**src/rtl/game_flow_ctrl_if.sv**
```systemverilog
// Control and status bundle between the game flow controller and the rest of the game.
interface game_flow_ctrl_if;
    logic       start;
    logic       endGame;
    logic       gameFinished;
    logic       playEnable;
    logic       showWin;
    logic       showLose;
    logic [1:0] state;
    logic [7:0] playSeconds;
    logic [7:0] gamesPlayed;

    modport master (
        output start, endGame, gameFinished,
        input  playEnable, showWin, showLose, state, playSeconds, gamesPlayed
    );

    modport slave (
        input  start, endGame, gameFinished,
        output playEnable, showWin, showLose, state, playSeconds, gamesPlayed
    );
endinterface

```
**src/rtl/game_flow_ctrl.sv**
```systemverilog
// Game flow sequencer: IDLE -> PLAY -> END_WIN/END_LOSE -> IDLE, with play-time
// seconds and a saturating games-started counter.
module game_flow_ctrl #(
    parameter int unsigned HOLD_CYCLES = 100_000_000,
    parameter int unsigned TICK_CYCLES = 100_000_000
) (
    input  logic           clk,
    input  logic           reset_n,
    game_flow_ctrl_if.slave bus
);
    localparam int unsigned HOLD_W = $clog2(HOLD_CYCLES);
    localparam int unsigned TICK_W = $clog2(TICK_CYCLES);

    typedef enum logic [1:0] {
        IDLE     = 2'b00,
        PLAY     = 2'b01,
        END_WIN  = 2'b10,
        END_LOSE = 2'b11
    } state_t;

    state_t              state_q;
    state_t              state_d;
    logic                start_q;
    logic                play_en_q;
    logic                show_win_q;
    logic                show_lose_q;
    logic [HOLD_W-1:0]   hold_cnt;
    logic [TICK_W-1:0]   tick_cnt;
    logic [7:0]          secs_q;
    logic [7:0]          games_q;

    logic                start_press;
    logic                game_start;
    logic                end_hit;
    logic                tick_wrap;

    assign start_press = bus.start & ~start_q;

    // Next-state and control strobes; endGame outranks start in PLAY.
    always_comb begin
        state_d    = state_q;
        game_start = 1'b0;
        end_hit    = 1'b0;
        tick_wrap  = 1'b0;
        unique case (state_q)
            IDLE: begin
                if (start_press) begin
                    state_d    = PLAY;
                    game_start = 1'b1;
                end
            end
            PLAY: begin
                tick_wrap = (tick_cnt == TICK_W'(TICK_CYCLES - 1));
                if (bus.endGame) begin
                    state_d = bus.gameFinished ? END_WIN : END_LOSE;
                    end_hit = 1'b1;
                end
            end
            END_WIN, END_LOSE: begin
                if (hold_cnt == '0) begin
                    state_d = IDLE;
                end
            end
            default: state_d = IDLE;
        endcase
    end

    // State register with registered one-hot status flags.
    always_ff @(posedge clk or negedge reset_n) begin
        if (!reset_n) begin
            state_q     <= IDLE;
            start_q     <= 1'b1;
            play_en_q   <= 1'b0;
            show_win_q  <= 1'b0;
            show_lose_q <= 1'b0;
        end else begin
            state_q     <= state_d;
            start_q     <= bus.start;
            play_en_q   <= (state_d == PLAY);
            show_win_q  <= (state_d == END_WIN);
            show_lose_q <= (state_d == END_LOSE);
        end
    end

    // Hold, tick, seconds and games counters.
    always_ff @(posedge clk or negedge reset_n) begin
        if (!reset_n) begin
            hold_cnt <= '0;
            tick_cnt <= '0;
            secs_q   <= 8'd0;
            games_q  <= 8'd0;
        end else begin
            if (end_hit) begin
                hold_cnt <= HOLD_W'(HOLD_CYCLES - 1);
            end else if ((state_q == END_WIN || state_q == END_LOSE) && hold_cnt != '0) begin
                hold_cnt <= hold_cnt - HOLD_W'(1);
            end

            if (game_start) begin
                tick_cnt <= '0;
                secs_q   <= 8'd0;
                if (games_q != 8'hFF) begin
                    games_q <= games_q + 8'd1;
                end
            end else if (state_q == PLAY) begin
                if (tick_wrap) begin
                    tick_cnt <= '0;
                    if (secs_q != 8'hFF) begin
                        secs_q <= secs_q + 8'd1;
                    end
                end else begin
                    tick_cnt <= tick_cnt + TICK_W'(1);
                end
            end
        end
    end

    assign bus.state       = state_q;
    assign bus.playEnable  = play_en_q;
    assign bus.showWin     = show_win_q;
    assign bus.showLose    = show_lose_q;
    assign bus.playSeconds = secs_q;
    assign bus.gamesPlayed = games_q;
endmodule
```
**src/flat_wrapper.sv**
```systemverilog
// flat-port wrapper written by rule: the top's interface ports become plain ports
module game_flow_ctrl_flat 
#(
    parameter int unsigned HOLD_CYCLES = 100_000_000,
    parameter int unsigned TICK_CYCLES = 100_000_000
)
  (clk, reset_n, bus_start, bus_endGame, bus_gameFinished, bus_playEnable, bus_showWin, bus_showLose, bus_state, bus_playSeconds, bus_gamesPlayed);
  game_flow_ctrl_if bus_i ();
  input  logic clk;
  input  logic reset_n;
  input wire logic [$bits(bus_i.start)-1:0] bus_start;
  input wire logic [$bits(bus_i.endGame)-1:0] bus_endGame;
  input wire logic [$bits(bus_i.gameFinished)-1:0] bus_gameFinished;
  output wire logic [$bits(bus_i.playEnable)-1:0] bus_playEnable;
  output wire logic [$bits(bus_i.showWin)-1:0] bus_showWin;
  output wire logic [$bits(bus_i.showLose)-1:0] bus_showLose;
  output wire logic [$bits(bus_i.state)-1:0] bus_state;
  output wire logic [$bits(bus_i.playSeconds)-1:0] bus_playSeconds;
  output wire logic [$bits(bus_i.gamesPlayed)-1:0] bus_gamesPlayed;
  assign bus_i.start = bus_start;
  assign bus_i.endGame = bus_endGame;
  assign bus_i.gameFinished = bus_gameFinished;
  assign bus_playEnable = bus_i.playEnable;
  assign bus_showWin = bus_i.showWin;
  assign bus_showLose = bus_i.showLose;
  assign bus_state = bus_i.state;
  assign bus_playSeconds = bus_i.playSeconds;
  assign bus_gamesPlayed = bus_i.gamesPlayed;
  game_flow_ctrl #(.HOLD_CYCLES(HOLD_CYCLES), .TICK_CYCLES(TICK_CYCLES)) u_core (.clk(clk), .reset_n(reset_n), .bus(bus_i));
endmodule
```
**config.mk**
```make
export PLATFORM = sky130hd
export DESIGN_NAME = game_flow_ctrl_flat
export DESIGN_NICKNAME = d
export VERILOG_FILES = /design/src/rtl/game_flow_ctrl_if.sv /design/src/rtl/game_flow_ctrl.sv /design/src/flat_wrapper.sv
export SDC_FILE = /design/constraint.sdc
export NUM_CORES = 1
export LEC_CHECK = 0
export ABC_AREA = 1
export CELL_PAD_IN_SITES_DETAIL_PLACEMENT = 2
export CELL_PAD_IN_SITES_GLOBAL_PLACEMENT = 2
export CORE_MARGIN = 3
export CORE_UTILIZATION = 34
export DETAILED_ROUTE_END_ITERATION = 8
export GPL_TIMING_DRIVEN = 1
export PLACE_DENSITY = 0.76
export SYNTH_ARGS = -nofsm -noshare
export SYNTH_HDL_FRONTEND = slang
export SYNTH_SLANG_ARGS = --single-unit
```
**constraint.sdc**
```tcl
create_clock -name clk -period 2.2 [get_ports clk]
set_input_delay 0.44 -clock clk [delete_from_list [all_inputs] [get_ports clk]]
set_output_delay 0.44 -clock clk [all_outputs]
set_load 0.005 [all_outputs]
```
==> parameters.txt, run 1 <==
Parameter                              Value

Placed design
  Dpl hpwl    12,600 um
  Routability congestion estimate    0.815
  Number of buffers inserted by port buffering    25
  Place WS    -0.0428 ns
  Area after DPL    5450 um2

Worst setup path
  Data required, critical path    2.44 ns
  Cell breakdown of the critical path    ha_1 > nand3_1 > nor3_1 > nand3_1 > nor2_1 > nand3_1 > nand2_1 > nor2_1
  Worst Setup Start Kind    register
  Biggest cell delay along the critical path    0.39 ns
  Crit path max fanout    4
  Worst setup slack for register-to-register paths    0.30 ns
  Launching instance or port of the critical path    u_core.tick_cnt[1]
  Crit path DAT    2.13 ns
  Worst r2r dst    u_core.tick_cnt[20]
  Count of buffering cells on the critical path with inverters included    0
  Cell family with most CP delay    simple AND/OR/NAND/NOR gates
  Worst flop-to-flop path startpoint    u_core.tick_cnt[1]
  R2R depth    8
  Slowest stage cell, crit path    sky130_fd_sc_hd__dfrtp_1
  Nature of the critical path endpoint    register
  Most frequent cell on the critical path    sky130_fd_sc_hd__nand3_1
  Worst Setup Path Type    register to register

Timing
  Worst hold-check slack    0.0743 ns
  Transition time of the tightest slew-check pin    0.583 ns
  Worst setup slack after layout    0.303 ns
  Highest achievable clock rate    527 MHz
  # setup viols final    0
  Fraction of the cycle the final worst path needs    86.2%
  Worst slew margin relative to its limit    61.0%
  Number of endpoints with negative hold slack in the final report    0
  Final Max Slew Viols    0
  Time the final worst path needs with I/O delays and setup    1.90 ns
  Worst setup skew after layout    0.00729 ns
  Setup repair after global routing missed its margin    false

Route
  Detail-routed via count per cell    5.12
  WL/cell    17.8 um
  Routed Antenna Nets    0
  Overall via count from detail_route    4,804
  Router iterations before antenna repair    6
  DRC violations left    0
  Drt initial violations    218
  Drt total wl    16,700 um

Global route
  Vias in the first global route    5,354
  Antenna violations before repair    0
  First-pass GRT wire length    28,700 um
  Maximum number of pins on one net before global-route repair    37
  Grt total ovfl    0
  Global-route usage over all layers    22.3%

Power
  Internal cell power    0.00235 W
  Fraction of power consumed by the clock network    50.8%
  Switching share of power    23.6%
  Fraction of power consumed by sequential logic    46.2%
  Net load switching power    0.000728 W
  Logic gate share of total power    3.0%
  Leakage dissipation    2.86 nW
  Total power divided by cell area    535 nW/um2
  Peak supply drop    0.334 mV

Run status
  Outcome    complete, no violations

Floorplanning
  Vertical die dimension    126 um
  Die Area    15,900 um2
  Chip Width    126 um
  Site row count    43
  Core area    14,000 um2
  Boundary Pins    26
  Starting density of the core    35.1%

Clocking
  Hold buffers post-CTS    0
  Clock Pin Slew Worst Setup and Hold Paths    0.07 ns
  CTS Buffer Depth    2
  Number of buffers inserted by post-CTS setup repair    0
  Resized cells post-CTS    0
  Deepest level of the CTS H-tree    3
  CTS root buffer    sky130_fd_sc_hd__clkbuf_16
  Source-to-sink clock delay at the later pin of the worst-skew pair    0.35 ns
  TritonCTS clock tree    yes
  Clk sinks    76
  Number of clock buffers inserted by TritonCTS    9

Yosys
  Post-Syn Instances    712
  Area of the mapped netlist    4920 um2
  Synthesized area per cell    6.90 um2
  Total nets after synthesis    722
  Synthesized flop and latch total    76
  Distinct cells, synth    30
  Yosys warning total    0
  Sequential share of the synthesized area    38.7%

Cells and area
  Commonest non-fill, non-tap cell in the layout    sky130_fd_sc_hd__nand2_1
  Inserted Diodes    0
  Number of nets in the final layout    764
  Synthesis-to-finish area growth    17.0%
  Fraction of final layout cells with drive strength greater than 1    12.1%
  Post-route cell area    5750 um2
  Most frequent cells in the layout    sky130_fd_sc_hd__nand2_1 (224), sky130_fd_sc_hd__nor2_1 (111), sky130_fd_sc_hd__inv_1 (86)

Job
  Max Cap Viol    0

Hold path
  Type of the tightest min-delay check    primary input to async pin
## sequential cells by signal, indices dropped and copies added, names as in the netlist
signal and cells:
u_core.bus.gamesPlayed 8, u_core.bus.playEnable 1, u_core.bus.playSeconds 8, u_core.bus.showLose 1
u_core.bus.showWin 1, u_core.bus.state 2, u_core.hold_cnt 27, u_core.start_q 1
u_core.tick_cnt 27
## layout make-up
| cell class | count | area (um2) |
|---|---|---|
| Inverter | 91 | 342 |
| Tap cell | 180 | 225 |
| Sequential cell | 76 | 1900 |
| Clock inverter | 5 | 60.1 |
| Timing Repair Buffer | 41 | 380 |
| Fill cell | 1710 | 8240 |
| Multi-Input combinational cell | 535 | 2600 |
| Clock buffer | 11 | 243 |
## worst register-to-register path: stages (launching register included)
cell and delay (ns):
sky130_fd_sc_hd__dfrtp_1 0.39, sky130_fd_sc_hd__ha_1 0.26, sky130_fd_sc_hd__nand3_1 0.14, sky130_fd_sc_hd__nor3_1 0.35
sky130_fd_sc_hd__nand3_1 0.19, sky130_fd_sc_hd__nor2_1 0.24, sky130_fd_sc_hd__nand3_1 0.11, sky130_fd_sc_hd__nand2_1 0.07
sky130_fd_sc_hd__nor2_1 0.04
## layer usage
| metal | wire [um] | global-route usage [%] |
|---|---|---|
| met1 | 8090 | 30.9 |
| met2 | 8020 | 36.7 |
| met3 | 313 | 2.93 |
| met4 | 278 | 5.93 |
| met5 | 0 | 0 |
## cell families after synthesis
family | Yosys count | synth area share (%)
and+or+nand+nor | 471 | 42.7
xor gates and xnor gates | 15 | 2.67
buffers and inverters | 101 | 8.45
AOI/OAI and AO/OA | 44 | 6.24
adders and majority gates | 5 | 1.27
DFF | 76 | 38.7
## cells in the mapped netlist
master / n / share of area, %
sky130_fd_sc_hd__nand3_1: 64 / 6.5
sky130_fd_sc_hd__inv_1: 86 / 6.6
sky130_fd_sc_hd__inv_2: 5 / 0.38
sky130_fd_sc_hd__nor3_1: 11 / 1.1
sky130_fd_sc_hd__nor2_4: 7 / 1.6
sky130_fd_sc_hd__nor2_8: 1 / 0.41
sky130_fd_sc_hd__nand4_1: 23 / 2.9
sky130_fd_sc_hd__a21oi_1: 10 / 1.0
sky130_fd_sc_hd__nand2_2: 10 / 1.3
sky130_fd_sc_hd__buf_1: 1 / 0.076
sky130_fd_sc_hd__nor2_1: 111 / 8.5
sky130_fd_sc_hd__buf_2: 5 / 0.51
sky130_fd_sc_hd__nor2_2: 7 / 0.89
sky130_fd_sc_hd__nand3b_1: 2 / 0.31
sky130_fd_sc_hd__nand3_2: 3 / 0.61
sky130_fd_sc_hd__xnor2_1: 2 / 0.36
sky130_fd_sc_hd__and2_1: 1 / 0.13
sky130_fd_sc_hd__a31o_2: 1 / 0.18
sky130_fd_sc_hd__ha_1: 5 / 1.3
sky130_fd_sc_hd__nand2_4: 4 / 0.92
sky130_fd_sc_hd__nand2_1: 224 / 17
sky130_fd_sc_hd__buf_6: 4 / 0.92
sky130_fd_sc_hd__dfrtp_1: 75 / 38
sky130_fd_sc_hd__o21ai_2: 17 / 3.0
sky130_fd_sc_hd__a21o_1: 3 / 0.46
sky130_fd_sc_hd__xor2_1: 13 / 2.3
sky130_fd_sc_hd__o21ai_0: 12 / 1.2
sky130_fd_sc_hd__or2_2: 3 / 0.38
sky130_fd_sc_hd__dfstp_2: 1 / 0.53
sky130_fd_sc_hd__a21oi_4: 1 / 0.33
## power groups by stage
stage                     combinational, W  sequential (W)  clock (W)
final                            0.0000923         0.00142    0.00156
after global routing              0.000106         0.00142    0.00165
after CTS                        0.0000960         0.00142    0.00160
after floorplan                  0.0000368         0.00144          0
after detailed placement         0.0000937         0.00145          0
after global placement           0.0000912         0.00145          0
## worst max-delay path by stage
stage               cells after the start             endpoint  slack (ns)
global route                           11   u_core.hold_cnt[4]        0.05
CTS                                     6  u_core.tick_cnt[18]        0.25
global placement                       10  u_core.tick_cnt[20]        0.13
finish                                  8  u_core.tick_cnt[20]        0.30
detailed placement                      8  u_core.tick_cnt[18]       -0.04
floorplan                               9  u_core.hold_cnt[26]        0.57
## through the flow
| step | setup TNS (ns) | std cells | total power, W | util (%) |
|---|---|---|---|---|
| 6_report | 0 | 939 | 0.00308 | 41.1 |
| 3_3_place_gp | 0 | 923 | 0.00154 | 38.9 |
| 4_1_cts | 0 | 939 | 0.00311 | 41.1 |
| 5_1_grt | 0 | 939 | 0.00317 | 41.1 |
| 3_5_place_dp | -0.0756 | 923 | 0.00154 | 38.9 |
| 2_1_floorplan | 0 | 712 | 0.00148 | - |
Power figures use the tool's default switching activity.
==> run 2: changes to the inputs <==
ABC_CLOCK_PERIOD_IN_PS = 2200   (was default)
==> results of run 2 <==
The final DEF is identical to that of run 1; final timing and power are the same.
